**config.mk**
```make
export PLATFORM = sky130hd
export DESIGN_NAME = cva6_refill_responder
export DESIGN_NICKNAME = d
export VERILOG_FILES = /design/src/rtl/cva6_refill_responder.sv
export SDC_FILE = /design/constraint.sdc
export NUM_CORES = 1
export LEC_CHECK = 0
export ABC_AREA = 1
export BUFFER_PORTS_ARGS = -buffer_cell sky130_fd_sc_hd__buf_2
export CAP_MARGIN = 20
export CELL_PAD_IN_SITES_DETAIL_PLACEMENT = 1
export CELL_PAD_IN_SITES_GLOBAL_PLACEMENT = 1
export CORE_ASPECT_RATIO = 1.5
export CORE_MARGIN = 8
export CORE_UTILIZATION = 40
export CTS_BUF_LIST = sky130_fd_sc_hd__clkbuf_8
export CTS_CLUSTER_SIZE = 40
export DETAILED_ROUTE_END_ITERATION = 16
export PLACE_DENSITY_LB_ADDON = 0.1
export SLEW_MARGIN = 20
export SYNTH_ARGS = -nofsm -noshare
export SYNTH_HDL_FRONTEND = slang
export SYNTH_SLANG_ARGS = --single-unit
export TNS_END_PERCENT = 10
```
**constraint.sdc**
```tcl
create_clock -name clk_i -period 8.31 [get_ports clk_i]
set_input_delay 0.4155 -clock clk_i [delete_from_list [all_inputs] [get_ports clk_i]]
set_output_delay 0.4155 -clock clk_i [all_outputs]
set_load 0.01 [all_outputs]
```
**src/rtl/cva6_refill_responder.sv**
```systemverilog
// AXI4 read-only subordinate serving CVA6 cache refill bursts from a single-cycle SRAM.
// One burst at a time; a 2-entry beat buffer plus one in-flight memory response keeps
// the R channel at one beat per cycle under backpressure.
// Optional feature: define CVA6_REFILL_RESP_WRAP_EN to serve WRAP bursts (len 1/3/7/15);
// without it every WRAP burst is answered with SLVERR and no memory access.
module cva6_refill_responder #(
    parameter int unsigned ADDR_WIDTH = 64,
    parameter int unsigned DATA_WIDTH = 64,
    parameter int unsigned ID_WIDTH   = 4
) (
    input  logic                  clk_i,
    input  logic                  rst_i,
    input  logic                  ar_valid_i,
    output logic                  ar_ready_o,
    input  logic [ADDR_WIDTH-1:0] ar_addr_i,
    input  logic [ID_WIDTH-1:0]   ar_id_i,
    input  logic [7:0]            ar_len_i,
    input  logic [2:0]            ar_size_i,
    input  logic [1:0]            ar_burst_i,
    output logic                  r_valid_o,
    input  logic                  r_ready_i,
    output logic [DATA_WIDTH-1:0] r_data_o,
    output logic [ID_WIDTH-1:0]   r_id_o,
    output logic [1:0]            r_resp_o,
    output logic                  r_last_o,
    output logic                  mem_req_o,
    output logic [ADDR_WIDTH-1:0] mem_addr_o,
    input  logic [DATA_WIDTH-1:0] mem_rdata_i
);

    localparam int unsigned NB       = DATA_WIDTH / 8;
    localparam int unsigned SizeLog2 = $clog2(NB);

    localparam logic [1:0] StIdle  = 2'd0;
    localparam logic [1:0] StBurst = 2'd1;
    localparam logic [1:0] StDrain = 2'd2;

    localparam logic [1:0] BurstIncr  = 2'b01;
    localparam logic [1:0] BurstWrap  = 2'b10;
    localparam logic [1:0] RespOkay   = 2'b00;
    localparam logic [1:0] RespSlverr = 2'b10;

    localparam logic [ADDR_WIDTH-1:0] BeatBytes = ADDR_WIDTH'(NB);
    localparam logic [ADDR_WIDTH-1:0] AlignMask = ~(BeatBytes - ADDR_WIDTH'(1));

    logic [1:0]            state_q, state_d;
    logic [ADDR_WIDTH-1:0] addr_q, addr_d;
    logic [ID_WIDTH-1:0]   id_q, id_d;
    logic [7:0]            len_q, len_d;
    logic [7:0]            cnt_q, cnt_d;
    logic                  err_q, err_d;
    logic                  inflight_q, inflight_d;
    logic                  inflight_last_q, inflight_last_d;

    logic [DATA_WIDTH-1:0] fifo_data_q [2];
    logic [DATA_WIDTH-1:0] fifo_data_d [2];
    logic [1:0]            fifo_resp_q [2];
    logic [1:0]            fifo_resp_d [2];
    logic                  fifo_last_q [2];
    logic                  fifo_last_d [2];
    logic                  rd_ptr_q, rd_ptr_d;
    logic                  wr_ptr_q, wr_ptr_d;
    logic [1:0]            count_q, count_d;

    logic                  ar_hs;
    logic                  ar_err;
    logic                  issue;
    logic                  issue_last;
    logic [1:0]            pending;
    logic                  fifo_empty;
    logic                  pop;
    logic                  fifo_pop;
    logic                  push;
    logic [DATA_WIDTH-1:0] push_data;
    logic [1:0]            push_resp;
    logic                  push_last;
    logic [ADDR_WIDTH-1:0] addr_inc;
    logic [ADDR_WIDTH-1:0] addr_nxt;

`ifdef CVA6_REFILL_RESP_WRAP_EN
    logic                  wrap_q, wrap_d;
    logic [ADDR_WIDTH-1:0] mask_q, mask_d;
    logic [ADDR_WIDTH-1:0] wrap_mask;
`endif

    // Request acceptance and error classification of the incoming AR
    always_comb begin
        ar_ready_o = (state_q == StIdle) & ~rst_i;
        ar_hs      = ar_valid_i & ar_ready_o;
`ifdef CVA6_REFILL_RESP_WRAP_EN
        wrap_mask  = ((ADDR_WIDTH'(ar_len_i) + ADDR_WIDTH'(1)) << SizeLog2) - ADDR_WIDTH'(1);
        ar_err     = (ar_size_i != 3'(SizeLog2))
                   | ((ar_burst_i != BurstIncr) & (ar_burst_i != BurstWrap))
                   | ((ar_burst_i == BurstWrap) & ~((ar_len_i == 8'd1) | (ar_len_i == 8'd3) |
                                                    (ar_len_i == 8'd7) | (ar_len_i == 8'd15)));
`else
        ar_err     = (ar_size_i != 3'(SizeLog2)) | (ar_burst_i != BurstIncr);
`endif
    end

    // Beat issue: one beat whenever fewer than two are buffered or in flight
    always_comb begin
        pending    = count_q + {1'b0, inflight_q};
        issue      = (state_q == StBurst) & (pending < 2'd2);
        issue_last = (cnt_q == len_q);
        mem_req_o  = issue & ~err_q;
        mem_addr_o = addr_q;
        addr_inc   = addr_q + BeatBytes;
`ifdef CVA6_REFILL_RESP_WRAP_EN
        // High bits stay pinned to the wrap window; low bits roll over inside it
        addr_nxt   = wrap_q ? ((addr_q & ~mask_q) | (addr_inc & mask_q)) : addr_inc;
`else
        addr_nxt   = addr_inc;
`endif
    end

    // R head: FIFO head if any, otherwise the memory response arriving this cycle
    always_comb begin
        fifo_empty = (count_q == 2'd0);
        r_valid_o  = ~fifo_empty | inflight_q;
        r_id_o     = id_q;
        if (!fifo_empty) begin
            r_data_o = fifo_data_q[rd_ptr_q];
            r_resp_o = fifo_resp_q[rd_ptr_q];
            r_last_o = fifo_last_q[rd_ptr_q];
        end else if (inflight_q) begin
            r_data_o = mem_rdata_i;
            r_resp_o = RespOkay;
            r_last_o = inflight_last_q;
        end else begin
            r_data_o = '0;
            r_resp_o = RespOkay;
            r_last_o = 1'b0;
        end
        pop      = r_valid_o & r_ready_i;
        fifo_pop = pop & ~fifo_empty;
    end

    // Beat buffer update; a memory response popped on arrival bypasses the FIFO
    always_comb begin
        push = (inflight_q & ~(fifo_empty & pop)) | (issue & err_q);
        if (inflight_q) begin
            push_data = mem_rdata_i;
            push_resp = RespOkay;
            push_last = inflight_last_q;
        end else begin
            push_data = '0;
            push_resp = RespSlverr;
            push_last = issue_last;
        end
        fifo_data_d = fifo_data_q;
        fifo_resp_d = fifo_resp_q;
        fifo_last_d = fifo_last_q;
        if (push) begin
            fifo_data_d[wr_ptr_q] = push_data;
            fifo_resp_d[wr_ptr_q] = push_resp;
            fifo_last_d[wr_ptr_q] = push_last;
        end
        wr_ptr_d        = wr_ptr_q ^ push;
        rd_ptr_d        = rd_ptr_q ^ fifo_pop;
        count_d         = count_q + 2'(push) - 2'(fifo_pop);
        inflight_d      = mem_req_o;
        inflight_last_d = issue_last;
    end

    // Burst FSM and per-burst context
    always_comb begin
        state_d = state_q;
        addr_d  = addr_q;
        id_d    = id_q;
        len_d   = len_q;
        err_d   = err_q;
        cnt_d   = cnt_q;
`ifdef CVA6_REFILL_RESP_WRAP_EN
        wrap_d  = wrap_q;
        mask_d  = mask_q;
`endif
        case (state_q)
            StIdle: begin
                if (ar_hs) begin
                    addr_d  = ar_addr_i & AlignMask;
                    id_d    = ar_id_i;
                    len_d   = ar_len_i;
                    err_d   = ar_err;
                    cnt_d   = '0;
`ifdef CVA6_REFILL_RESP_WRAP_EN
                    wrap_d  = (ar_burst_i == BurstWrap);
                    mask_d  = wrap_mask;
`endif
                    state_d = StBurst;
                end
            end
            StBurst: begin
                if (issue) begin
                    cnt_d  = cnt_q + 8'd1;
                    addr_d = addr_nxt;
                    if (issue_last) state_d = StDrain;
                end
            end
            StDrain: begin
                if (pop && r_last_o) state_d = StIdle;
            end
            default: state_d = StIdle;
        endcase
    end

    // State registers; reset also drops any outstanding memory response
    always_ff @(posedge clk_i or posedge rst_i) begin
        if (rst_i) begin
            state_q         <= StIdle;
            addr_q          <= '0;
            id_q            <= '0;
            len_q           <= '0;
            err_q           <= 1'b0;
            cnt_q           <= '0;
            inflight_q      <= 1'b0;
            inflight_last_q <= 1'b0;
            fifo_data_q[0]  <= '0;
            fifo_data_q[1]  <= '0;
            fifo_resp_q[0]  <= '0;
            fifo_resp_q[1]  <= '0;
            fifo_last_q[0]  <= 1'b0;
            fifo_last_q[1]  <= 1'b0;
            rd_ptr_q        <= 1'b0;
            wr_ptr_q        <= 1'b0;
            count_q         <= '0;
`ifdef CVA6_REFILL_RESP_WRAP_EN
            wrap_q          <= 1'b0;
            mask_q          <= '0;
`endif
        end else begin
            state_q         <= state_d;
            addr_q          <= addr_d;
            id_q            <= id_d;
            len_q           <= len_d;
            err_q           <= err_d;
            cnt_q           <= cnt_d;
            inflight_q      <= inflight_d;
            inflight_last_q <= inflight_last_d;
            fifo_data_q     <= fifo_data_d;
            fifo_resp_q     <= fifo_resp_d;
            fifo_last_q     <= fifo_last_d;
            rd_ptr_q        <= rd_ptr_d;
            wr_ptr_q        <= wr_ptr_d;
            count_q         <= count_d;
`ifdef CVA6_REFILL_RESP_WRAP_EN
            wrap_q          <= wrap_d;
            mask_q          <= mask_d;
`endif
        end
    end

endmodule

```
==> impl_metrics.yaml, run 1 <==
status:
  outcome: "complete, no violations"
setup_path:
  required_ns: 7.89
  cpMaxStageDelayCell: "buf_4"
  crit_buf_inv: 3
  worstSetupEndpointType: "output port"
  startpoint_type: "flop"
  crit_fanout: 92
  arrival_ns: 3.06
  worstPathCellList: "nor2_2, clkinv_2, buf_4, o21ai_0, buf_2"
  slowest_delay_ns: 0.54
  path_delay_family: "buffers and inverters"
  critPathKind: "flop to output port"
finish:
  synthToLayoutAreaGrowth_pct: 18.43
  fill_cells: 4217
  fin_nets: 2153
  seq_area_um2: 5557
  finalCoreUtilization_pct: 47.52
  multi_input_area_um2: 6300
  drive_above_1_share_pct: 21.65
clocking:
  insertion_delay_ns: 0.56
  path_clk_slew_ns: 0.06
  cts-resized-gates: 0
  cts_tree: "built"
  postCtsSetupBuffers: 0
  clockRootBuffer: "clkbuf_8"
  cts.sinks: 222
  numCtsBuffers: 37
  holdBufCountCts: 0
  cts_buffer_depth: 3
  ctsHtreeMaxLevel: 2
sta:
  finalMaxSlewViolations: 0
  worst_pin_slew_ns: 1.049
  clock.fmax_ghz: 0.2875
  hold_viol: 0
  setup_violations: 0
  fin_skew_ns: 0.04373
  period_needed_ns: 3.479
  fin_crit_sh_pct: 41.86
  tns_ns: 0
  max_slew_margin_pct: 30.07
  rsz0062_at_grt: "no"
logic_synthesis:
  synthAdderAreaFrac_pct: 0.5934
  syn_area_um2: 12650
  synthTopCellsByCount: "577 x nand2_1, 222 x dfrtp_1, 210 x o21ai_0, 200 x nor2_1, 90 x inv_1"
  ys_seq_area_share_pct: 43.91
  synth_cell_types: 37
  yosys-top-cells-area: "dfrtp_1 44%, nand2_1 17%, o21ai_0 8.3%, nor2_1 5.9%, o211ai_1 3.8%"
  synth_most_common_cell: "nand2_1"
  synth-main-ff-cell: "dfrtp_1"
  synth_edf_count: 0
  synthMuxAreaShare_pct: 0
  yosys.area_share.simple_pct: 31.66
  postSynthAreaPerCell_um2: 7.168
  synth_compound_area_share_pct: 15.57
  synth_xor_area_share_pct: 1.800
  synthCells: 1765
  ys_seq_elements: 222
  synth_top_area_share_pct: 43.91
  async_flop_share_pct: 100.0
  synth_largest_area_cell: "dfrtp_1"
  synth_top_family_by_area: "simple AND/OR/NAND/NOR gates"
  yosys_warnings: 0
pwr:
  vdd_drop_max_mv: 0.2279
  power_density_nw_per_um2: 387.1
  total_power_mw: 5.801
  p_leak_nw: 7.507
global_route:
  grt_remaining_overflow: 0
  grt_max_degree: 109
  first_global_vias: 13380
  global_route.usage.met2_pct: 41.81
  grt.busiest_layer: "met2"
  antenna_found_initial: 1
  grt.total_usage_pct: 23.14
  use_met1_pct: 25.51
  globalRouteMet3Util_pct: 4.023
  grt_pass1_wl_um: 70450
floorplan:
  pin_count: 287
  initial_utilization_pct: 40.13
  dieArea_um2: 37700
  die_y_um: 233.8
  num_rows: 80
  die_w_um: 161.2
  core_um2: 31530
drt:
  via_per_inst: 5.235
  ant_nets: 0
  wl_um: 44240
  wl_per_cell_um: 18.18
  drt-pass1-iter-count: 4
  drc: 0
  num_vias: 12740
  drt-initial-drc-count: 561
placement:
  place_congestion: 0.9104
  dp_hpwl_um: 31680
  io_buffers: 279
job:
  drv_cap: 0
worst_hold_path:
  min_path_type: "input pin to asynchronous set/reset pin"
-- registers in the layout, summed over array words and instances, names as in the netlist, 2 cells and up --
| signal | count |
|---|---|
| cnt_q | 8 |
| count_q | 2 |
| fifo_data_q | 128 |
| fifo_last_q | 2 |
| fifo_resp_q | 2 |
| len_q | 8 |
| mem_addr_o | 61 |
| r_id_o | 4 |
| state_q | 2 |
-- cells in the final DEF (no fill, tap or decap), types with 38 or more instances in the layout --
cell and n:
nand2_1 577, buf_2 279, dfrtp_1 221, o21ai_0 210, nor2_1 199, inv_1 99
o211ai_1 64, nand3_1 61, or2_2 54, clkbuf_8 49, o21ai_1 38
-- per-layer routing --
metal  vias up  share of wire (%)
met3        96                4.7
li1       6166                  -
met4         0                5.0
met2       342                 52
met5         -                  0
met1      6139                 38
-- per-stage QoR --
stage / hold slack, ns / std cells / area [um2] / worst slack (ns)
3_5_place_dp: 0.4642 / 2369 / 14240 / 4.877
2_1_floorplan: 0.4451 / 1768 / 12660 / 1.817
3_3_place_gp: 0.4578 / 2369 / 14240 / 4.984
4_1_cts: 0.01256 / 2433 / 14980 / 4.785
5_1_grt: 0.02957 / 2434 / 14980 / 4.408
6_report: 0.03764 / 2434 / 14980 / 4.831
-- where the power goes --
group          total [mW]  switching (mW)  leakage, nW  internal (mW)
Clock               0.969           0.443        0.427          0.526
Sequential           1.88           0.391         2.87           1.48
Combinational        2.96            1.95         4.21           1.01
-- worst register-to-register path, cell delays in order, from the launching register on --
cell and delay, ns:
dfrtp_1 0.44, nor2_4 0.71, nand3_1 0.35, inv_1 0.20, a21oi_1 0.11, inv_1 0.09
ha_1 0.19, clkinv_2 0.27, buf_4 0.53, nand2_1 0.25, o21ai_0 0.12
-- final timing paths --
kind / cells after the start / from / slack, ns / to
min in group clk_i: 3 / ar_id_i[3] / 0.06 / r_id_o[3]$_DFFE_PP0P_
worst max register to register: 10 / state_q[1]$_DFFE_PP0P_ / 4.84 / fifo_data_q[49]$_DFFE_PP0P_
worst max-delay path: 5 / count_q[0]$_DFF_PP0_ / 4.83 / r_data_o[40]
worst min-delay path: 2 / rst_i / 0.04 / r_id_o[0]$_DFFE_PP0P_
max in group asynchronous: 3 / rst_i / 6.81 / fifo_data_q[97]$_DFFE_PP0P_
worst min register to register: 2 / fifo_data_q[114]$_DFFE_PP0P_ / 0.48 / fifo_data_q[114]$_DFFE_PP0P_
-- cells by family (layout without fill, tap and decap cells) --
| group | after synthesis | count (layout) |
|---|---|---|
| xor+xnor | 26 | 26 |
| buf+inv | 200 | 455 |
| simple gates | 954 | 954 |
| other cells | 1 | 5 |
| compound gates | 356 | 356 |
| fa+ha+maj | 6 | 6 |
| flops | 222 | 222 |
-- area by class of cell --
class / count / share of cell area, %
Tap cell: 410 / 3.424
Clock buffer: 49 / 4.501
Timing Repair Buffer: 291 / 9.920
Antenna cell: 1 / 0.01670
Clock inverter: 15 / 0.4342
Inverter: 100 / 2.580
Sequential cell: 222 / 37.08
Multi-Input combinational cell: 1346 / 42.04
No activity file was read; power rests on OpenSTA's default activity.
==> run 2, diff against run 1 <==
--- a/config.mk
+++ b/config.mk
@@ -5,14 +5,14 @@
 export SDC_FILE = /design/constraint.sdc
 export NUM_CORES = 1
 export LEC_CHECK = 0
-export ABC_AREA = 1
+export ABC_AREA = 0
 export BUFFER_PORTS_ARGS = -buffer_cell sky130_fd_sc_hd__buf_2
 export CAP_MARGIN = 20
 export CELL_PAD_IN_SITES_DETAIL_PLACEMENT = 1
 export CELL_PAD_IN_SITES_GLOBAL_PLACEMENT = 1
 export CORE_ASPECT_RATIO = 1.5
 export CORE_MARGIN = 8
-export CORE_UTILIZATION = 40
+export CORE_UTILIZATION = 41
 export CTS_BUF_LIST = sky130_fd_sc_hd__clkbuf_8
 export CTS_CLUSTER_SIZE = 40
 export DETAILED_ROUTE_END_ITERATION = 16
==> constraint.sdc (replaced) <==
create_clock -name clk_i -period 3.5 [get_ports clk_i]
set_input_delay 0.175 -clock clk_i [delete_from_list [all_inputs] [get_ports clk_i]]
set_output_delay 0.175 -clock clk_i [all_outputs]
set_load 0.01 [all_outputs]
==> impl_metrics.yaml, run 2 <==
clocking:
  insertion_delay_ns: 0.55
  cts.sinks: 222
  cts_tree: "built"
  ctsHtreeMaxLevel: 2
  cts-resized-gates: 0
  cts_buffer_depth: 3
  numCtsBuffers: 38
  clockRootBuffer: "clkbuf_8"
  path_clk_slew_ns: 0.07
drt:
  wl_per_cell_um: 19.71
  ant_nets: 0
  wl_um: 44980
  drt-initial-drc-count: 630
  num_vias: 12660
  drt-pass1-iter-count: 5
  drc: 0
  via_per_inst: 5.546
finish:
  largest_reg_flops: 128
  layout_commonest_cell: "buf_2"
  largest_register: "fifo_data_q"
  fin_nets: 2007
  finalCoreUtilization_pct: 54.19
  synthToLayoutAreaGrowth_pct: 30.86
  drive_above_1_share_pct: 20.81
  design_area_um2: 16290
  layout_common_cells: "279 x buf_2, 240 x nand3_1, 229 x o21ai_0"
sta:
  finalMaxSlewViolations: 0
  period_needed_ns: 2.944
  rsz0062_at_grt: "no"
  setup_violations: 0
  clock.fmax_ghz: 0.3396
  max_slew_margin_pct: 29.50
  fin_crit_sh_pct: 84.12
  hold_viol: 0
  worst_pin_slew_ns: 1.057
  tns_ns: 0
  fin_skew_ns: 0.02652
global_route:
  grt_max_degree: 198
  antenna_found_initial: 2
  grt_pass1_wl_um: 71790
  first_global_vias: 13470
  grt_remaining_overflow: 0
  grt.total_usage_pct: 24.47
placement:
  io_buffers: 279
  dp_hpwl_um: 28910
  place_congestion: 0.8611
  place_area_um2: 14220
logic_synthesis:
  synthTopCellsByCount: "240 x nand3_1, 229 x o21ai_0, 222 x dfrtp_1, 146 x inv_1, 107 x nand2_1"
  synth_largest_area_cell: "dfrtp_1"
  yosys-top-cells-area: "dfrtp_1 45%, nand3_1 9.7%, o21ai_0 9.2%, mux2i_1 5.7%, inv_1 4.4%"
  synthCells: 1488
  synth_top_area_share_pct: 44.63
  synth_most_common_cell: "nand3_1"
  ys_seq_area_share_pct: 44.63
  ys_seq_elements: 222
  synth_cell_types: 73
  syn_area_um2: 12450
  yosys_warnings: 0
  synth-main-ff-cell: "dfrtp_1"
  async_flop_share_pct: 100.0
  synth_edf_count: 0
  postSynthAreaPerCell_um2: 8.365
setup_path:
  required_ns: 3.94
  startpoint_type: "flop"
  cpMaxStageDelayCell: "ha_4"
  worstPathCellList: "a21boi_0, buf_4, nor3_2, a22o_1, ha_4, buf_4, nand3_1, o21ai_0"
  critPathMostFrequentCell: "buf_4"
  critPathKind: "flop to flop"
  crit_fanout: 104
  slowest_delay_ns: 0.86
  path_delay_family: "adder cells"
  arrival_ns: 3.39
  crit_buf_inv: 2
  worstSetupEndpointType: "flop"
floorplan:
  num_rows: 78
  initial_utilization_pct: 41.41
  pin_count: 287
  dieArea_um2: 36310
  die_y_um: 229.4
  core_um2: 30060
  die_w_um: 158.3
pwr:
  power_density_nw_per_um2: 778.3
  vdd_drop_max_mv: 0.6414
  p_leak_nw: 7.344
status:
  outcome: "complete, no violations"
worst_hold_path:
  min_path_type: "input pin to flop"
job:
  drv_cap: 0
==> run 2: cell types whose count changed after synthesis, moves of 12 or more <==
cell      before  now
a21oi_1       30   43
buf_2         19    7
clkbuf_1      61   86
inv_1         90  146
mux2i_1        0   71
nand2_1      577  107
nand3_1       61  240
nor2_1       200   64
nor3_1         3   26
nor4_1         0   19
o211ai_1      64    3
o21ai_0      210  229
o21ai_1       38    0
or2_2         54    2
==> run 2: logic make-up after synthesis <==
| family | Yosys count | share of synthesized area (%) |
|---|---|---|
| xor gates and xnor gates | 17 | 1.196 |
| and+or+nand+nor | 553 | 23.32 |
| other | 1 | 0.03013 |
| adders and majority gates | 6 | 0.6031 |
| buffers and inverters | 263 | 8.132 |
| AOI/OAI and AO/OA | 354 | 16.28 |
| DFF | 222 | 44.63 |
| muxes | 72 | 5.800 |
==> run 2: per-layer routing <==
layer | routed length [um] | GRT usage [%]
met4 | 1607 | 10.20
met1 | 17520 | 28.12
met5 | 0 | 0.2882
met3 | 2425 | 5.146
met2 | 23420 | 42.85
==> run 2: worst min-delay path, delay by kind of cell <==
| family | cells | cell delay, ns |
|---|---|---|
| buf+inv | 1 | 0.10 |
| compound gates | 2 | 0.28 |
==> run 2: path summary, 6_finish.rpt <==
check	cells after the start	startpoint	endpoint	slack [ns]
min in group asynchronous	3	rst_i	inflight_q$_DFF_PP0_	0.41
max in group asynchronous	4	rst_i	r_id_o[2]$_DFFE_PP0P_	2.17
setup / recovery	8	count_q[1]$_DFF_PP0_	fifo_data_q[63]$_DFFE_PP0P_	0.56
hold / removal	3	ar_addr_i[50]	mem_addr_o[50]$_DFFE_PP0P_	0.05
setup reg to reg	8	count_q[1]$_DFF_PP0_	fifo_data_q[63]$_DFFE_PP0P_	0.56
hold reg to reg	2	r_id_o[0]$_DFFE_PP0P_	r_id_o[0]$_DFFE_PP0P_	0.47
==> run 2: timing repair <==
action | CTS | global route
hold buffers | 132 | 0
hold endpoints to repair | 222 | 0
buffers inserted | 0 | 0
==> run 2: layout make-up <==
type	instances	area [um2]
clock inverter	19	72.57
fill	3686	13770
tap	400	500.5
antenna	3	7.507
multi-input combinational	1006	5971
inverter	146	551.8
sequential	222	5563
timing repair buffer	438	2962
clock buffer	48	660.6
==> run 2: through the flow <==
| stage | setup WS [ns] | hold WS (ns) | cells | power (mW) |
|---|---|---|---|---|
| after floorplan | 0.4289 | 0.2710 | 1491 | 8.050 |
| after global placement | 0.6640 | 0.3627 | 2080 | 10.10 |
| after detailed placement | 0.5722 | 0.3631 | 2080 | 10.30 |
| after CTS | 0.4706 | 0.006925 | 2279 | 12.81 |
| after global routing | 0.2727 | 0.04679 | 2281 | 13.68 |
| final | 0.5557 | 0.05161 | 2282 | 12.68 |
==> run 2: power breakdown <==
group	internal (mW)	switching, mW	total [mW]
sequential	3.45	1.02	4.47
clock	1.22	1.07	2.30
combinational	2.13	3.78	5.91
total	6.81	5.87	12.7
